**config.mk**
```make
export PLATFORM = sky130hd
export DESIGN_NAME = gate_unit_pipe
export DESIGN_NICKNAME = d
export VERILOG_FILES = /design/src/rtl/gate_unit_pipe.sv
export SDC_FILE = /design/constraint.sdc
export NUM_CORES = 1
export LEC_CHECK = 0
export CAP_MARGIN = 10
export CORE_MARGIN = 2
export CORE_UTILIZATION = 51
export CTS_CLUSTER_DIAMETER = 100
export DETAILED_ROUTE_END_ITERATION = 7
export GPL_ROUTABILITY_DRIVEN = 0
export PLACE_DENSITY = 0.8
export SYNTH_ARGS = -nofsm -noshare
export SYNTH_HDL_FRONTEND = slang
export SYNTH_SLANG_ARGS = --single-unit
```
**constraint.sdc**
```tcl
create_clock -name clk -period 3.3 [get_ports clk]
set_clock_uncertainty 0.05 [all_clocks]
set_input_delay 0.66 -clock clk [delete_from_list [all_inputs] [get_ports clk]]
set_output_delay 0.66 -clock clk [all_outputs]
set_load 0.005 [all_outputs]
```
**src/rtl/gate_unit_pipe.sv**
```systemverilog
// gate_unit_pipe: registered WIDTH-bit bitwise logic unit
// with valid/ready skid buffer, result flags and delivery counter.
module gate_unit_pipe #(
  parameter int WIDTH   = 8,
  parameter int COUNT_W = 16
) (
  input  logic               clk,
  input  logic               rst,
  input  logic               in_valid,
  output logic               in_ready,
  input  logic [WIDTH-1:0]   in_a,
  input  logic [WIDTH-1:0]   in_b,
  input  logic [2:0]         in_op,
  output logic               out_valid,
  input  logic               out_ready,
  output logic [WIDTH-1:0]   out_y,
  output logic               out_zero,
  output logic               out_parity,
  output logic [COUNT_W-1:0] txn_count
);

  typedef struct packed {
    logic [WIDTH-1:0] y;
    logic             zero;
    logic             parity;
  } beat_t;

  localparam beat_t BEAT_RST = {{WIDTH{1'b0}}, 1'b1, 1'b0};

  beat_t              m_q;
  beat_t              s_q;
  beat_t              nxt;
  logic               m_valid;
  logic               s_valid;
  logic [COUNT_W-1:0] cnt_q;
  logic [WIDTH-1:0]   y_c;
  logic               accept;
  logic               deliver;

  always_comb begin
    y_c = '0;
    unique case (in_op)
      3'd0: y_c = ~(in_a & in_b);
      3'd1: y_c = in_a & in_b;
      3'd2: y_c = in_a | in_b;
      3'd3: y_c = ~(in_a | in_b);
      3'd4: y_c = in_a ^ in_b;
      3'd5: y_c = ~(in_a ^ in_b);
      3'd6: y_c = ~in_a;
      3'd7: y_c = in_a;
    endcase
  end

  always_comb begin
    nxt.y      = y_c;
    nxt.zero   = (y_c == '0);
    nxt.parity = ^y_c;
  end

  assign accept  = in_valid && !s_valid;
  assign deliver = m_valid && out_ready;

  // Beats are only written on accept, so idle-cycle X never lands in M/S.
  always_ff @(posedge clk) begin
    if (rst) begin
      m_valid <= 1'b0;
      s_valid <= 1'b0;
      m_q     <= BEAT_RST;
      s_q     <= BEAT_RST;
      cnt_q   <= '0;
    end else begin
      if (deliver) begin
        cnt_q <= cnt_q + COUNT_W'(1);
      end
      if (deliver && s_valid) begin
        m_q     <= s_q;
        s_valid <= 1'b0;
      end else if (accept && (!m_valid || deliver)) begin
        m_q     <= nxt;
        m_valid <= 1'b1;
      end else if (accept) begin
        s_q     <= nxt;
        s_valid <= 1'b1;
      end else if (deliver) begin
        m_valid <= 1'b0;
      end
    end
  end

  assign in_ready   = !s_valid;
  assign out_valid  = m_valid;
  assign out_y      = m_q.y;
  assign out_zero   = m_q.zero;
  assign out_parity = m_q.parity;
  assign txn_count  = cnt_q;

endmodule

```
# Word-level counts from Yosys, hierarchy flattened
# Cells that the tools add are included.
totals:
  out_inout_bits: 28
  reg_bits: 38
  input_bits: 23
classes:
  n_bitwise: 9
  mux: 6
  addsub: 1
  n_eq_ne: 8
  n_reduce_logical: 16
ops:
  columns: ["op", "count"]
  rows:
  - ["$pmux 8 s8", 1]
  - ["$not 8->8", 4]
  - ["$mux 10", 2]
  - ["$add 16x1->16 const B", 1]
  - ["$eq 3x3->1 const B", 4]
  - ["$and 8x8->8", 1]
  - ["$logic_not 8->1", 1]
  - ["$or 8x8->8", 1]
  - ["$reduce_xor 8->1", 1]
  - ["$xor 8x8->8", 1]
  - ["$eq 3x2->1 const B", 2]
  - ["$reduce_and 3->1", 2]
  - ["$logic_and 1x1->1", 4]
  - ["$reduce_bool 2->1", 2]
  - ["$eq 3x1->1 const B", 1]
  - ["$logic_not 3->1", 1]
  - ["$mux 1", 3]
  - ["$logic_not 1->1", 2]
  - ["$ne 2x1->1 const B", 1]
  - ["$not 1->1", 2]
  - ["$reduce_and 2->1", 1]
  - ["$reduce_or 2->1", 1]
  - ["$logic_or 1x1->1", 1]

# Logic depth before layout (Yosys ltp)
depth:
  ltp_word: 6
  mapped_depth: 10
  ltp_nobuf: 10

# Worst setup path before layout
# No wires, ideal clock.
synth_path:
  path_kind: "input to register"
  start: "input in_a[0]"
  end: "register m_q (netlist bit out_parity)"
  t_required_ns: 3.122
  path_stages: 10
  t_arrival_ns: 2.503
  path_buffers: 0
  setup_ns: 0.128
  path_slack_ns: 0.619
  path_cell_list: "inv_1 > ha_1 > inv_1 > mux4_2 > xor2_1 > ha_1 > xor2_1 > xnor2_1 > a222oi_1 > nor2_1"
synth_via:
  elab_chain_cells: 6
  elab_cells_between_ends: 11
  cone_classes: "3 x mux; 7 x bitwise; 1 x reduce/logical"
synth_rtl:
  columns: ["element", "line_no", "source"]
  rows:
  - ["start, declared", "11", "input logic [WIDTH-1:0] in_a,"]
  - ["$xor 8x8->8, or another cell as far along", "47, 48", null]
  - ["$not 8->8 (on tied branches)", "48, 43, 46", null]
  - ["$pmux 8 s8 *", "42", "unique case (in_op)"]
  - ["$reduce_xor 8->1 *", "57", "nxt.parity = ^y_c;"]
  - ["$mux 10 *", "78", "end else if (accept && (!m_valid || deliver)) begin"]
  - ["$mux 10 *", "75", "if (deliver && s_valid) begin"]
  - ["end signal, assigned", "76", "m_q <= s_q;"]
  - ["end signal, assigned", "79", "m_q <= nxt;"]
  - ["end, declared", "30", "beat_t m_q;"]
# Mark *: on every way between the ends. The rest lies on a longest branch, timed or not. The select of a mux whose other input is x is not followed.
# A chain may end at the register's enable or synchronous reset.

# Worst setup path after layout
layout_path:
  start: "input in_b[1]"
  end: "register m_q (netlist bit out_parity)"
layout_via:
  elab_chain_cells: 6
  elab_cells_between_ends: 10
  cone_classes: "3 x mux; 6 x bitwise; 1 x reduce/logical"
layout_rtl:
  columns: ["element", "line_no", "source"]
  rows:
  - ["start, declared", "12", "input logic [WIDTH-1:0] in_b,"]
  - ["$xor 8x8->8, or another cell as far along", "47, 48", null]
  - ["$not 8->8 (on tied branches)", "48, 43, 46", null]
  - ["$pmux 8 s8 *", "42", null]
  - ["$reduce_xor 8->1 *", "57", null]
  - ["$mux 10 *", "78", null]
  - ["$mux 10 *", "75", null]
# Marks and branches as above.

==> impl_metrics.py <==
metrics = {
    "min_path": {
        "worstHoldStart": "s_q[6]",
        "min_path_cells": 2,
        "hold_end": "s_q[6]",
        "min_path_type": "register to register",
    },
    "run": {
        "max_cap_violations": 0,
    },
    "grt": {
        "grt_pass1_wl_um": 8650,
        "use_met1_pct": 26.0,
        "antenna_found_initial": 0,
        "top_usage_layer": "met2",
        "use_met2_pct": 35.9,
        "grt_max_degree": 43,
        "grt-ovfl-total": 0,
        "track_usage_pct": 20.7,
        "met3_usage_pct": 3.89,
        "grt_pass1_vias": 1948,
    },
    "detailed_routing": {
        "vias_per_cell": 5.66,
        "dr.pass1.iters": 4,
        "wl_per_cell_um": 13.8,
        "drt-total-wl_um": 5110,
        "ant_nets": 0,
        "drt_iter0_markers": 131,
        "num_vias": 2093,
        "drcViolationCount": 0,
    },
    "yosys": {
        "yosys.area_share.xor_xnor_pct": 8.17,
        "synthSimpleGateAreaFrac_pct": 16.7,
        "synth.area.top_cells": "dfxtp_1, ha_1, mux4_2",
        "async_reset_ff_share_pct": 0,
        "synth-seq-cells": 38,
        "synth_top_family_by_area": "simple AND/OR/NAND/NOR gates",
        "ys.flop_type": "dfxtp_1",
        "synth_fa_ha_area_share_pct": 11.1,
        "yosysTopAreaCell": "dfxtp_1",
        "synth-edff-count": 0,
        "yosys.area.top_type_share_pct": 32.2,
        "syn_inst": 257,
        "syn_avg_cell_area_um2": 9.18,
        "synth_compound_area_share_pct": 15.2,
        "yosysSeqAreaShare_pct": 32.2,
        "yosysUniqueCellTypes": 48,
        "synth_nets": 301,
        "synth_mux_area_share_pct": 8.96,
        "ys_warn_count": 0,
        "syn_area_mm2": 0.00236,
    },
    "clock_tree": {
        "cts_tree": "yes",
        "htreeDepth": 2,
        "cts_root_buf": "clkbuf_8",
        "clk_transition_reported_paths_ns": 0.07,
        "hold_buffers": 0,
        "cts_buffers": 5,
        "clk_latency_ns": 0.28,
        "clk_path_buf_depth": 2,
        "cts_sinks": 38,
    },
    "die": {
        "io-pin-count": 51,
        "dieHeight_um": 72.0,
        "design.core.area_mm2": 0.00441,
        "die_w_um": 72.0,
        "die-area_mm2": 0.00519,
        "fp-row-count": 24,
        "initial_core_util_pct": 53.5,
    },
    "place": {
        "postPlaceCellArea_mm2": 0.00298,
        "dp_cells": 362,
        "numPortBuffers": 50,
        "pre_cts_ws_ns": -0.0632,
        "dp_hpwl_um": 3850,
    },
    "finish": {
        "utilization_pct": 71.3,
        "final_cells": 370,
        "area_growth_pct": 33.4,
        "n_antenna_cell": 0,
        "nFillCells": 343,
        "multiInputGateArea_mm2": 0.00144,
        "nets": 361,
        "seqCellArea_um2": 761,
        "stdcell_area_mm2": 0.00315,
        "drive_above_1_share_pct": 14.2,
    },
    "critical_path": {
        "startpoint_type": "input pin",
        "r2r-end": "out_y[1]",
        "cp.arrival_ns": 3.20,
        "critical_path_required_ns": 3.41,
        "crit_type": "input pin to register",
        "reg2reg_slack_ns": 1.36,
        "r2r-start": "out_valid",
        "rr_worst_depth": 4,
        "critical_path.max_fanout": 3,
        "end_kind": "register",
    },
    "power_and_ir_drop": {
        "peakVddDrop_v": 0.000221,
        "finalPower_mw": 1.31,
        "leakagePower_nw": 1.25,
        "powerDensity_mw_per_mm2": 415,
    },
    "timing": {
        "rsz0062_at_grt": "no",
        "fin_crit_ns": 3.09,
        "hold_viol_final": 0,
        "drv_slew": 0,
        "slew_headroom_pct": 55.5,
        "max_freq_mhz": 324,
        "min_period_over_period_pct": 93.5,
        "tightest_slew_ns": 0.664,
        "finalSetupViolations": 0,
        "fin_hold_ws_ns": 0.450,
        "layout_setup_ws_ns": 0.215,
        "setup_tns_ns": 0,
    },
    "run_status": {
        "status": "completed",
    },
}
==> report_power, final <==
| part | internal (mW) | switching [mW] | total [mW] | leakage (nW) |
|---|---|---|---|---|
| Combinational | 0.177 | 0.139 | 0.316 | 0.865 |
| Sequential | 0.483 | 0.0229 | 0.506 | 0.309 |
| Clock | 0.322 | 0.162 | 0.484 | 0.0714 |
| Total | 0.982 | 0.324 | 1.31 | 1.25 |
==> worst max-delay path: stages <==
cell and delay, ns:
clkdlybuf4s50_1 0.48, inv_1 0.05, ha_1 0.26, inv_1 0.04, mux4_2 0.46, xor2_1 0.25
ha_1 0.29, xor2_1 0.17, xnor2_1 0.16, a222oi_1 0.32, nor2_1 0.06
==> flip-flops by register name, summed over array words and instances, names as in the netlist <==
signal      count
out_parity      1
out_valid       1
out_y           8
out_zero        1
s_q            10
s_valid         1
txn_count      16
==> repair_timing <==
action / in CTS / in global routing
setup endpoints to repair: 0 / 1
endpoints found under the hold margin: 0 / 0
gates resized for setup: 0 / 3
setup buffers: 0 / 0
==> cell usage after synthesis (all sizes together) (4+ instances only) <==
| library cell | count |
|---|---|
| buf | 11 |
| a21oi | 5 |
| mux4 | 7 |
| xor2 | 11 |
| inv | 27 |
| dfxtp | 38 |
| nor3 | 6 |
| nand4 | 5 |
| ha | 21 |
| a22oi | 7 |
| nor2 | 26 |
| xnor2 | 11 |
| a211oi | 9 |
| nor4 | 4 |
| a22o | 7 |
| nand3 | 7 |
| nor2b | 5 |
| o22ai | 9 |
| nand2 | 8 |
==> per-layer routing <==
metal,up-vias,wire (µm)
met5,-,0
li1,1032,-
met2,75,2560
met3,9,287
met1,977,2170
met4,0,85
==> layout make-up <==
cell class                 instances  share of cell area, %
clock buffer                       6                   2.62
sequential                        38                   24.2
tap                               52                   2.07
timing repair buffer              66                   20.1
multi-input combinational        178                   45.8
clock inverter                     2                   1.91
inverter                          28                   3.34
==> how the worst max path moves through the flow <==
| stage | start | endpoint | slack, ns | cells after the start |
|---|---|---|---|---|
| final | in_b[1] | out_parity | 0.21 | 11 |
| after floorplan | in_a[0] | out_parity | 0.62 | 10 |
| after detailed placement | in_a[7] | out_parity | -0.06 | 11 |
| after global placement | in_a[7] | out_parity | 0.02 | 11 |
| after global routing | in_b[1] | out_parity | 0.02 | 11 |
| after CTS | in_b[3] | out_parity | 0.21 | 11 |
==> logic make-up after synthesis <==
group | Yosys count
adders and majority gates | 21
DFF | 38
xor gates and xnor gates | 22
buffers and inverters | 41
and+or+nand+nor | 74
muxes | 12
AOI/OAI and AO/OA | 49
==> cell usage in the layout (no fill, tap or decap), drive strengths merged, types with 6 or more instances in the layout <==
master	n
buf	16
xor2	11
inv	27
nor3	6
dfxtp	38
nand3	7
ha	21
a211oi	9
nand2	8
mux4	7
xnor2	11
a22oi	7
clkbuf	6
o22ai	9
nor2	26
a22o	7
clkdlybuf4s50	50
Power figures use the tool's default switching activity.
